<file path="src/rtl/proc_control_unit_if.sv">
// Bus between the Run/DIN source and the processor control unit.
// CTRL_MVNZ_EN adds the Gnz status input used by the mvnz opcode.
interface proc_control_unit_if;
  logic       Run;
  logic [8:0] DIN;
`ifdef CTRL_MVNZ_EN
  logic       Gnz;
`endif
  logic [9:0] sel;
  logic [7:0] Rin;
  logic       IRin;
  logic       Ain;
  logic       Gin;
  logic       AddSub;
  logic       Done;

  modport master (
`ifdef CTRL_MVNZ_EN
    output Gnz,
`endif
    output Run, DIN,
    input  sel, Rin, IRin, Ain, Gin, AddSub, Done
  );

  modport slave (
`ifdef CTRL_MVNZ_EN
    input  Gnz,
`endif
    input  Run, DIN,
    output sel, Rin, IRin, Ain, Gin, AddSub, Done
  );
endinterface

</file>
<file path="src/rtl/proc_control_unit.sv">
// T0-T3 step control unit for the 9-bit bus processor (mv, mvi, add, sub).
// Optional macro CTRL_MVNZ_EN turns opcode 100 into mvnz (conditional move on Gnz).
module proc_control_unit (
  input  logic                 clk,
  input  logic                 rst,
  proc_control_unit_if.slave   bus
);

  typedef enum logic [1:0] {T0, T1, T2, T3} state_t;

  localparam logic [9:0] SEL_DIN = 10'b10_0000_0000;
  localparam logic [9:0] SEL_G   = 10'b00_0000_0001;

  state_t     state;
  logic [8:0] ir;

  logic [2:0] opcode;
  logic [2:0] rx;
  logic [2:0] ry;
  logic       is_arith;

  logic [9:0] sel;
  logic [7:0] rin;
  logic       irin;
  logic       ain;
  logic       gin;
  logic       addsub;
  logic       done;

  // Rk drives bus select bit (8-k)
  function automatic logic [9:0] reg_sel(input logic [2:0] k);
    return 10'b1 << (4'd8 - {1'b0, k});
  endfunction

  function automatic logic [7:0] reg_en(input logic [2:0] k);
    return 8'b1 << k;
  endfunction

  assign opcode   = ir[8:6];
  assign rx       = ir[5:3];
  assign ry       = ir[2:0];
  assign is_arith = (opcode == 3'b010) || (opcode == 3'b011);

  always_ff @(posedge clk) begin
    if (rst) begin
      state <= T0;
      ir    <= 9'b0;
    end else begin
      if (irin) ir <= bus.DIN;
      case (state)
        T0:      state <= bus.Run ? T1 : T0;
        T1:      state <= is_arith ? T2 : T0;
        T2:      state <= T3;
        default: state <= T0;
      endcase
    end
  end

  always_comb begin
    sel    = SEL_DIN;
    rin    = 8'b0;
    irin   = 1'b0;
    ain    = 1'b0;
    gin    = 1'b0;
    addsub = 1'b0;
    done   = 1'b0;
    case (state)
      T0: irin = bus.Run;
      T1: begin
        case (opcode)
          3'b000: begin
            sel  = reg_sel(ry);
            rin  = reg_en(rx);
            done = 1'b1;
          end
          3'b001: begin
            rin  = reg_en(rx);
            done = 1'b1;
          end
          3'b010, 3'b011: begin
            sel = reg_sel(rx);
            ain = 1'b1;
          end
`ifdef CTRL_MVNZ_EN
          3'b100: begin
            sel  = reg_sel(ry);
            rin  = bus.Gnz ? reg_en(rx) : 8'b0;
            done = 1'b1;
          end
`endif
          default: done = 1'b1;
        endcase
      end
      T2: begin
        sel    = reg_sel(ry);
        gin    = 1'b1;
        addsub = opcode[0];
      end
      T3: begin
        sel  = SEL_G;
        rin  = reg_en(rx);
        done = 1'b1;
      end
      default: ;
    endcase
  end

  assign bus.sel    = sel;
  assign bus.Rin    = rin;
  assign bus.IRin   = irin;
  assign bus.Ain    = ain;
  assign bus.Gin    = gin;
  assign bus.AddSub = addsub;
  assign bus.Done   = done;

endmodule

</file>
<file path="src/flat_wrapper.sv">
// flat-port wrapper written by rule: the top's interface ports become plain ports
module proc_control_unit_flat 
  (clk, rst, bus_Run, bus_DIN, bus_sel, bus_Rin, bus_IRin, bus_Ain, bus_Gin, bus_AddSub, bus_Done);
  proc_control_unit_if bus_i ();
  input  logic clk;
  input  logic rst;
  input wire logic [$bits(bus_i.Run)-1:0] bus_Run;
  input wire logic [$bits(bus_i.DIN)-1:0] bus_DIN;
  output wire logic [$bits(bus_i.sel)-1:0] bus_sel;
  output wire logic [$bits(bus_i.Rin)-1:0] bus_Rin;
  output wire logic [$bits(bus_i.IRin)-1:0] bus_IRin;
  output wire logic [$bits(bus_i.Ain)-1:0] bus_Ain;
  output wire logic [$bits(bus_i.Gin)-1:0] bus_Gin;
  output wire logic [$bits(bus_i.AddSub)-1:0] bus_AddSub;
  output wire logic [$bits(bus_i.Done)-1:0] bus_Done;
  assign bus_i.Run = bus_Run;
  assign bus_i.DIN = bus_DIN;
  assign bus_sel = bus_i.sel;
  assign bus_Rin = bus_i.Rin;
  assign bus_IRin = bus_i.IRin;
  assign bus_Ain = bus_i.Ain;
  assign bus_Gin = bus_i.Gin;
  assign bus_AddSub = bus_i.AddSub;
  assign bus_Done = bus_i.Done;
  proc_control_unit u_core (.clk(clk), .rst(rst), .bus(bus_i));
endmodule
</file>
<file path="config.mk">
export PLATFORM = sky130hd
export DESIGN_NAME = proc_control_unit_flat
export DESIGN_NICKNAME = d
export VERILOG_FILES = /design/src/rtl/proc_control_unit_if.sv /design/src/rtl/proc_control_unit.sv /design/src/flat_wrapper.sv
export SDC_FILE = /design/constraint.sdc
export NUM_CORES = 1
export LEC_CHECK = 0
export ABC_CLOCK_PERIOD_IN_PS = 4000
export BUFFER_PORTS_ARGS = -buffer_cell sky130_fd_sc_hd__buf_4
export CELL_PAD_IN_SITES_DETAIL_PLACEMENT = 2
export CELL_PAD_IN_SITES_GLOBAL_PLACEMENT = 2
export CORE_ASPECT_RATIO = 0.75
export CORE_MARGIN = 8
export CORE_UTILIZATION = 26
export DETAILED_ROUTE_END_ITERATION = 12
export PLACE_DENSITY = 0.87
export SYNTH_ARGS = -nofsm -noshare
export SYNTH_HDL_FRONTEND = slang
export SYNTH_SLANG_ARGS = --single-unit
</file>
<file path="constraint.sdc">
create_clock -name clk -period 4 [get_ports clk]
set_input_delay 0.6 -clock clk [delete_from_list [all_inputs] [get_ports clk]]
set_output_delay 0.6 -clock clk [all_outputs]
set_load 0.01 [all_outputs]
</file>
==> results_dict.tcl, run 1 <==
set metrics [dict create \
    startpoint_type "flop" \
    place.port_buffers 34 \
    worst_pin_slew_ns 0.6897 \
    routed_wirelength_mm 2.936 \
    drive_gt1_frac 0.3710 \
    ys_seq_area_frac 0.2904 \
    syn_area_um2 758.2 \
    grt_max_degree 12 \
    r2r_start "u_core.state[0]" \
    crit_required_ns 3.40 \
    antenna_found_initial 0 \
    power_uw 356.6 \
    drc 0 \
    grt_pass1_wl_mm 4.802 \
    fill_cells 332 \
    netlist_instances 90 \
    clockRootBuffer "clkbuf_8" \
    area_delta_synth_final_pct 41.09 \
    fin_crit_sh 0.6061 \
    wl_per_cell_um 18.12 \
    row_count 17 \
    cp.arrival_ns 1.82 \
    cp_slowest_stage_delay_ns 0.34 \
    nets 140 \
    synth_commonest_cells "nor2_1 (20), dfxtp_1 (11), mux2i_1 (9), nand2_1 (7)" \
    ant_nets 0 \
    async_flop_share 0 \
    min_from "u_core.ir[0]" \
    cp_max_fo 5 \
    drt_iter0_markers 27 \
    clkLatencyLatePin_ns 0.24 \
    synth_top_cell_area_share 0.2904 \
    cp_cell_sequence "nor2_1, ha_1, nand2b_2, o22ai_1, buf_4" \
    postCtsHoldBufs 0 \
    drv_slew 0 \
    ys.flop_type "dfxtp_1" \
    post_cts_resized 0 \
    track_usage 0.1229 \
    crit_path_top_delay_cell "dfxtp_1" \
    fin_worst_skew_ns 0.002810 \
    fmaxAchievable_ghz 0.4125 \
    synth_most_common_cell "nor2_1" \
    ys_types 24 \
    path_delay_family "simple AND/OR/NAND/NOR gates" \
    synth_area_leaders "dfxtp_1 (29%), mux2i_1 (12%), nor2_1 (9.9%), ha_1 (5.0%), o22ai_1 (5.0%)" \
    viasPerCell 4.846 \
    grt_pass1_vias 919 \
    dr.pass1.iters 3 \
    setup_viol 0 \
    synth_seq_cells 11 \
    syn_avg_cell_area_um2 8.425 \
    maxCapViolations 0 \
    power.density_nw_per_um2 333.3 \
    dpl.hpwl_mm 2.296 \
    core_area_um2 2850 \
    cts.sinks 11 \
    postCtsSetupRepairBufs 0 \
    finalCriticalPeriod_ns 2.424 \
    path_buf_inv 1 \
    yosysWarningCount 0 \
    setup_tns_ns 0 \
    cp-startpoint "u_core.ir[3]" \
    die_h_um 62.77 \
    ios 35 \
    p_leak_uw 0.0004556 \
    synth_edf_count 0 \
    cts_buffers 3 \
    worstHoldPathType "flop to flop" \
    rsz0062_at_grt "false" \
    ir_worst_vdd_mv 0.1511 \
    cts.clk_slew.worst_paths_ns 0.06 \
    antenna_cells 0 \
    cts_tree "yes" \
    synth.largest_area_cell "dfxtp_1" \
    grt_overflow_total 0 \
    die_area_um2 4918 \
    die_w_um 78.36 \
    clockBufferDepth 2 \
    outcome "finished clean" \
    crit_path_end_kind "primary output" \
    initial_core_util 0.2660 \
    gp_congestion 0.7273 \
    vias 785 \
    cts_max_level 1 \
    slew_headroom 0.5397 \
    path_class "flop to primary output" \
    synthesis.nets 105 \
    hold_viol_final 0 \
]
## registers in the layout (all words and copies together), names as in the netlist
register	cells
u_core.state	2
u_core.ir	9
## area by class of cell
class | instances | area, um2 | area share
multi-input cells | 69 | 478.0 | 0.4468
repair buffers | 34 | 255.2 | 0.2386
flip-flops and latches | 11 | 220.2 | 0.2058
well taps | 38 | 47.55 | 0.04444
clock buffers | 3 | 41.29 | 0.03860
inverters | 6 | 22.52 | 0.02105
clock inverters | 1 | 5.005 | 0.004678
## cell usage in the layout (no fill, tap or decap), types with 4 or more instances in the layout
cell       n
nand2b_1   4
o22ai_1    6
mux2i_1    9
dfxtp_1   11
buf_4     34
nand2_1    7
inv_1      6
nor3_1     4
nor2_1    20
## through the flow
stage	area [um2]	hold slack, ns	worst slack [ns]	utilization	cells
2_1_floorplan	758.2	0.5205	2.085	-	90
3_3_place_gp	1023	0.5411	1.903	0.3591	158
3_5_place_dp	1023	0.5562	1.870	0.3591	158
4_1_cts	1070	0.5947	1.599	0.3753	162
5_1_grt	1070	0.5936	1.504	0.3753	162
6_report	1070	0.5891	1.576	0.3753	162
## kinds of logic (layout without fill, tap and decap cells)
kind of cell	Yosys count	count (layout)	synth area share
AO/OA/AOI/OAI	15	15	0.1502
adder cells (fa/ha/maj)	3	3	0.04951
flip-flops	11	11	0.2904
AND/OR/NAND/NOR	42	42	0.3119
multiplexers	9	9	0.1188
buffers and inverters	10	44	0.07920
## worst register-to-register path, delay by kind of cell (launching register included)
family        cells  cell delay [ns]
flops             1             0.44
mux               1             0.30
simple gates      2             0.71
## power breakdown
| part | switching, uW | internal (uW) |
|---|---|---|
| combinational | 51.8 | 49.3 |
| clock | 47.1 | 68.8 |
| sequential | 20.6 | 119 |
## path summary, 6_finish.rpt
path / endpoint / slack, ns / cells past startpoint
worst max-delay path: bus_sel[3] / 1.58 / 5
worst min-delay path: u_core.ir[0] / 0.59 / 2
worst max register to register: u_core.ir[8] / 2.43 / 3
worst min register to register: u_core.ir[0] / 0.59 / 2
## metal layers
layer | track usage | part of all wire
met1 | 0.1345 | 0.43
met2 | 0.2229 | 0.53
met3 | 0.04310 | 0.040
met4 | 0.02074 | 0.0048
met5 | 0 | 0
Note: power is estimated with default switching activity, not from simulation.
==> run 2, diff against run 1 <==
--- a/config.mk
+++ b/config.mk
@@ -5,15 +5,15 @@
 export SDC_FILE = /design/constraint.sdc
 export NUM_CORES = 1
 export LEC_CHECK = 0
-export ABC_CLOCK_PERIOD_IN_PS = 4000
+export ABC_CLOCK_PERIOD_IN_PS = 2300
 export BUFFER_PORTS_ARGS = -buffer_cell sky130_fd_sc_hd__buf_4
 export CELL_PAD_IN_SITES_DETAIL_PLACEMENT = 2
 export CELL_PAD_IN_SITES_GLOBAL_PLACEMENT = 2
 export CORE_ASPECT_RATIO = 0.75
 export CORE_MARGIN = 8
-export CORE_UTILIZATION = 26
+export CORE_UTILIZATION = 24
 export DETAILED_ROUTE_END_ITERATION = 12
-export PLACE_DENSITY = 0.87
+export PLACE_DENSITY = 0.82
 export SYNTH_ARGS = -nofsm -noshare
 export SYNTH_HDL_FRONTEND = slang
 export SYNTH_SLANG_ARGS = --single-unit
==> constraint.sdc (replaced) <==
create_clock -name clk -period 2.3 [get_ports clk]
set_input_delay 0.345 -clock clk [delete_from_list [all_inputs] [get_ports clk]]
set_output_delay 0.345 -clock clk [all_outputs]
set_load 0.01 [all_outputs]
==> results_dict.tcl, run 2 (synthesis results as in run 1) <==
set metrics [dict create \
    outcome "finished clean" \
    power.density_nw_per_um2 562.9 \
    cts_tree "yes" \
    largest_reg_flops 9 \
    cts_max_level 1 \
    vias 794 \
    fin_worst_skew_ns 0.004323 \
    die_area_um2 5232 \
    rsz0062_at_grt "false" \
    finalCriticalPeriod_ns 2.170 \
    p_switching_uw 193.3 \
    clkLatencyLatePin_ns 0.24 \
    path_class "flop to primary output" \
    postCtsSetupRepairBufs 0 \
    crit_required_ns 1.96 \
    die_w_um 80.90 \
    mostFrequentLayoutCells "buf_4 (35), nor2_1 (20), dfxtp_1 (11), mux2i_1 (9), nand2_1 (7)" \
    grt_max_degree 12 \
    hold_viol_final 0 \
    drc 0 \
    p_leak_uw 0.0004606 \
    fin_crit_sh 0.9436 \
    drt_iter0_markers 29 \
    viasPerCell 4.871 \
    cp.arrival_ns 1.83 \
    nets 141 \
    cts.sinks 11 \
    clockBufferDepth 2 \
    worst_pin_slew_ns 0.5361 \
    ir_worst_vdd_mv 0.3168 \
    dr.pass1.iters 4 \
    postCtsHoldBufs 0 \
    switching_share 0.3187 \
    final_common_cell "buf_4" \
    routed_wirelength_mm 2.802 \
    top_register "u_core.ir" \
    ant_nets 0 \
    grt_overflow_total 0 \
    place.port_buffers 34 \
    antenna_cells 0 \
    die_h_um 64.68 \
    track_usage 0.1059 \
    crit_path_end_kind "primary output" \
    core_area_um2 2978 \
    drv_slew 0 \
    dpl.hpwl_mm 2.307 \
    slew_headroom 0.6388 \
    ios 35 \
    antenna_found_initial 0 \
    seq_power_share 0.397 \
    pwr-share-clk 0.319 \
    post_cts_resized 0 \
    startpoint_type "flop" \
    fmaxAchievable_ghz 0.4608 \
    grt_pass1_wl_mm 4.402 \
    clockRootBuffer "clkbuf_8" \
    p_int_uw 413.1 \
    cp_max_fo 5 \
    setup_tns_ns 0 \
    setup_viol 0 \
    cts.clk_slew.worst_paths_ns 0.05 \
    worstHoldPathType "input port to flop" \
    row_count 17 \
    drive_gt1_frac 0.3760 \
    maxCapViolations 0 \
    power_frac_comb 0.284 \
    grt_pass1_vias 846 \
    initial_core_util 0.2546 \
    area_delta_synth_final_pct 42.08 \
    wl_per_cell_um 17.19 \
    power_uw 606.4 \
    top_regs "u_core.ir: 9 flops, u_core.state: 2 flops" \
    gp_congestion 0.7202 \
    cts_buffers 3 \
]
-- run 2: critical path: stages (launching register included) --
cell	delay, ns
dfxtp_1	0.34
nor2_1	0.34
ha_1	0.30
nand2b_2	0.22
o21ai_0	0.22
buf_4	0.16
-- run 2: cell type report --
type,instances,area [um2]
sequential,11,220.2
clock inverter,1,5.005
multi-input combinational,69,478.0
timing repair buffer,35,262.8
clock buffer,3,41.29
inverter,6,22.52
fill,350,1901
tap,38,47.55
-- run 2: final timing paths --
path	slack, ns	start	endpoint	cells past startpoint
setup / recovery	0.13	u_core.ir[3]	bus_sel[0]	5
hold / removal	0.34	bus_DIN[1]	u_core.ir[1]	3
setup reg to reg	0.75	u_core.state[0]	u_core.ir[0]	4
hold reg to reg	0.57	u_core.ir[4]	u_core.ir[4]	2
-- run 2: power groups by stage --
stage / sequential, uW / combinational [uW] / clock (uW)
after detailed placement: 244 / 175 / 0
after CTS: 240 / 177 / 201
final: 241 / 172 / 194
after floorplan: 226 / 126 / 0
after global placement: 241 / 167 / 0
after global routing: 244 / 187 / 209
-- run 2: metrics by stage --
stage / utilization / area [um2] / hold WS [ns] / worst slack [ns] / cells
floorplan: - / 758.2 / 0.4243 / 0.6404 / 90
global placement: 0.3462 / 1031 / 0.5384 / 0.4322 / 159
detailed placement: 0.3462 / 1031 / 0.5609 / 0.3677 / 159
CTS: 0.3618 / 1077 / 0.3384 / 0.08765 / 163
global route: 0.3618 / 1077 / 0.3366 / 0.03034 / 163
finish: 0.3618 / 1077 / 0.3379 / 0.1298 / 163
-- run 2: layer usage --
| metal | up-vias | part of all wire | GRT usage |
|---|---|---|---|
| li1 | 383 | - | - |
| met1 | 389 | 0.46 | 0.1321 |
| met2 | 20 | 0.49 | 0.1768 |
| met3 | 2 | 0.046 | 0.03030 |
| met4 | 0 | 0.0043 | 0.02000 |
| met5 | - | 0 | 0 |
==> run 3, diff against run 2 <==
--- a/config.mk
+++ b/config.mk
@@ -5,13 +5,14 @@
 export SDC_FILE = /design/constraint.sdc
 export NUM_CORES = 1
 export LEC_CHECK = 0
+export ABC_AREA = 1
 export ABC_CLOCK_PERIOD_IN_PS = 2300
 export BUFFER_PORTS_ARGS = -buffer_cell sky130_fd_sc_hd__buf_4
 export CELL_PAD_IN_SITES_DETAIL_PLACEMENT = 2
 export CELL_PAD_IN_SITES_GLOBAL_PLACEMENT = 2
 export CORE_ASPECT_RATIO = 0.75
 export CORE_MARGIN = 8
-export CORE_UTILIZATION = 24
+export CORE_UTILIZATION = 21
 export DETAILED_ROUTE_END_ITERATION = 12
 export PLACE_DENSITY = 0.82
 export SYNTH_ARGS = -nofsm -noshare
==> results_dict.tcl, run 3 <==
set metrics [dict create \
    dpl.hpwl_mm 2.344 \
    cts.sinks 11 \
    cts_buffers 3 \
    clockBufferDepth 2 \
    path_class "flop to primary output" \
    p_leak_uw 0.0005555 \
    ir_worst_vdd_mv 0.2120 \
    utilization 0.3247 \
    drive_gt1_frac 0.2593 \
    min_from "rst" \
    gp_congestion 0.7761 \
    cts_max_level 1 \
    reg2regPathDepth 5 \
    worst_pin_slew_ns 0.4001 \
    r2r_start "u_core.state[0]" \
    die_w_um 84.70 \
    area_delta_synth_final_pct 45.62 \
    place_area_um2 1037 \
    clockRootBuffer "clkbuf_8" \
    drc 0 \
    cts_tree "yes" \
    worstHoldPathType "input port to flop" \
    die_area_um2 5719 \
    setup_tns_ns 0 \
    initial_core_util 0.2230 \
    yosysWarningCount 0 \
    syn_area_um2 743.2 \
    mostFrequentLayoutCells "nand2_1 (36), buf_4 (34), nor2_1 (20), inv_1 (18)" \
    reg2reg_to "u_core.ir[4]" \
    holdPathEnd "u_core.ir[6]" \
    post_cts_resized 0 \
    layoutNonFillerInstCount 202 \
    synth.largest_area_cell "dfxtp_1" \
    synthesis.nets 141 \
    whs_path_depth 2 \
    wl_per_cell_um 13.84 \
    async_flop_share 0 \
    synth_area_leaders "dfxtp_1 (30%), nand2_1 (18%), nor2_1 (10%), inv_1 (9.1%), a21oi_1 (8.8%)" \
    grt_pass1_vias 1048 \
    grt_overflow_total 0 \
    vias 917 \
    viasPerCell 4.540 \
    fin_worst_skew_ns 0.0004303 \
    final_common_cell "nand2_1" \
    track_usage 0.1033 \
    antenna_found_initial 0 \
    nets 178 \
    largest_reg_flops 9 \
    top_regs "u_core.ir: 9 flops, u_core.state: 2 flops" \
    crit_path_end_kind "primary output" \
    synth_top_cell_area_share 0.2963 \
    syn_avg_cell_area_um2 5.899 \
    drv_slew 0 \
    grt_pass1_wl_mm 4.843 \
    cp.arrival_ns 1.78 \
    startpoint_type "flop" \
    setup_viol 0 \
    ant_nets 0 \
    dpl.cell_count 198 \
    slew_headroom 0.7323 \
    netlist_instances 126 \
    postCtsSetupRepairBufs 0 \
    synth_seq_cells 11 \
    place.port_buffers 34 \
    grt_max_degree 12 \
    design_area_um2 1082 \
    top_register "u_core.ir" \
    finalCriticalPeriod_ns 2.122 \
    layout_setup_ws_ns 0.1775 \
    synth_most_common_cell "nand2_1" \
    ys_seq_area_frac 0.2963 \
    core_area_um2 3333 \
    hold_viol_final 0 \
    drt_iter0_markers 24 \
    synth_edf_count 0 \
    fmaxAchievable_ghz 0.4711 \
    cts.clk_slew.worst_paths_ns 0.05 \
    outcome "finished clean" \
    crit_required_ns 1.96 \
    rrSetupSlack_ns 1.02 \
    ys_types 16 \
    post-place-ws_ns 0.4345 \
    maxCapViolations 0 \
    antenna_cells 0 \
    ios 35 \
    cp_max_fo 6 \
    ys.flop_type "dfxtp_1" \
    row_count 18 \
    synth_commonest_cells "nand2_1 (36), nor2_1 (20), inv_1 (18), a21oi_1 (13), nand3_1 (13)" \
    fin_crit_sh 0.9228 \
    die_h_um 67.52 \
    power.density_nw_per_um2 492.8 \
    rsz0062_at_grt "false" \
    clkLatencyLatePin_ns 0.24 \
    dr.pass1.iters 4 \
    postCtsHoldBufs 0 \
    routed_wirelength_mm 2.795 \
]
[run 3: cell types whose count changed after synthesis, moves of 4 or more]
| cell | previous run | this run |
|---|---|---|
| nand2_1 | 7 | 36 |
| a21oi_1 | 0 | 13 |
| nand3_1 | 0 | 13 |
| inv_1 | 6 | 18 |
| mux2i_1 | 9 | 0 |
| o22ai_1 | 6 | 0 |
| nand2b_1 | 4 | 0 |
| nor3_1 | 4 | 0 |
[run 3: worst max-delay path: stages (launching register included)]
cell	delay (ns)
dfxtp_1	0.34
nor2_1	0.35
ha_1	0.31
inv_1	0.14
nand4_1	0.11
a21oi_1	0.16
buf_4	0.14
[run 3: worst max-delay path by stage]
stage	from	to	slack [ns]	depth (start not counted)
after floorplan	u_core.ir[3]	bus_sel[0]	0.66	5
after global placement	u_core.ir[3]	bus_sel[0]	0.52	6
after detailed placement	u_core.ir[3]	bus_sel[0]	0.43	6
after CTS	u_core.ir[3]	bus_sel[0]	0.16	6
after global routing	u_core.ir[3]	bus_sel[0]	0.02	6
final	u_core.ir[3]	bus_sel[0]	0.18	6
[run 3: power breakdown]
group / switching [uW] / internal (uW) / total (uW) / leakage (uW)
logic: 74.9 / 47.3 / 122 / 0.000442
clock network: 73.1 / 122 / 195 / 0.0000228
registers: 13.7 / 203 / 216 / 0.0000903
total: 162 / 372 / 533 / 0.000556
[run 3: cells by family after synthesis]
kind of cell / Yosys count / synth area share
AOI/OAI and AO/OA: 15 / 0.1044
adders and majority gates: 3 / 0.05051
buffers and inverters: 22 / 0.1162
DFF: 11 / 0.2963
and+or+nand+nor: 75 / 0.4327
[run 3: per-stage QoR]
step / hold WS [ns] / total power (uW)
after CTS: 0.3547 / 543.4
after floorplan: 0.4141 / 289.3
after global placement: 0.4581 / 335.6
after global routing: 0.3578 / 568.2
final: 0.3594 / 533.3
after detailed placement: 0.4729 / 343.3
[run 3: layout make-up]
cell class	instances	area (um2)
Clock buffer	4	45.04
Sequential cell	11	220.2
Fill cell	429	2251
Multi-Input combinational cell	93	436.7
Tap cell	40	50.05
Timing Repair Buffer	34	255.2
Inverter	20	75.07
[run 3: metal layers]
layer	global-route usage	part of all wire
met1	0.1240	0.49
met2	0.1761	0.44
met3	0.02667	0.055
met4	0.03974	0.012
met5	0	0
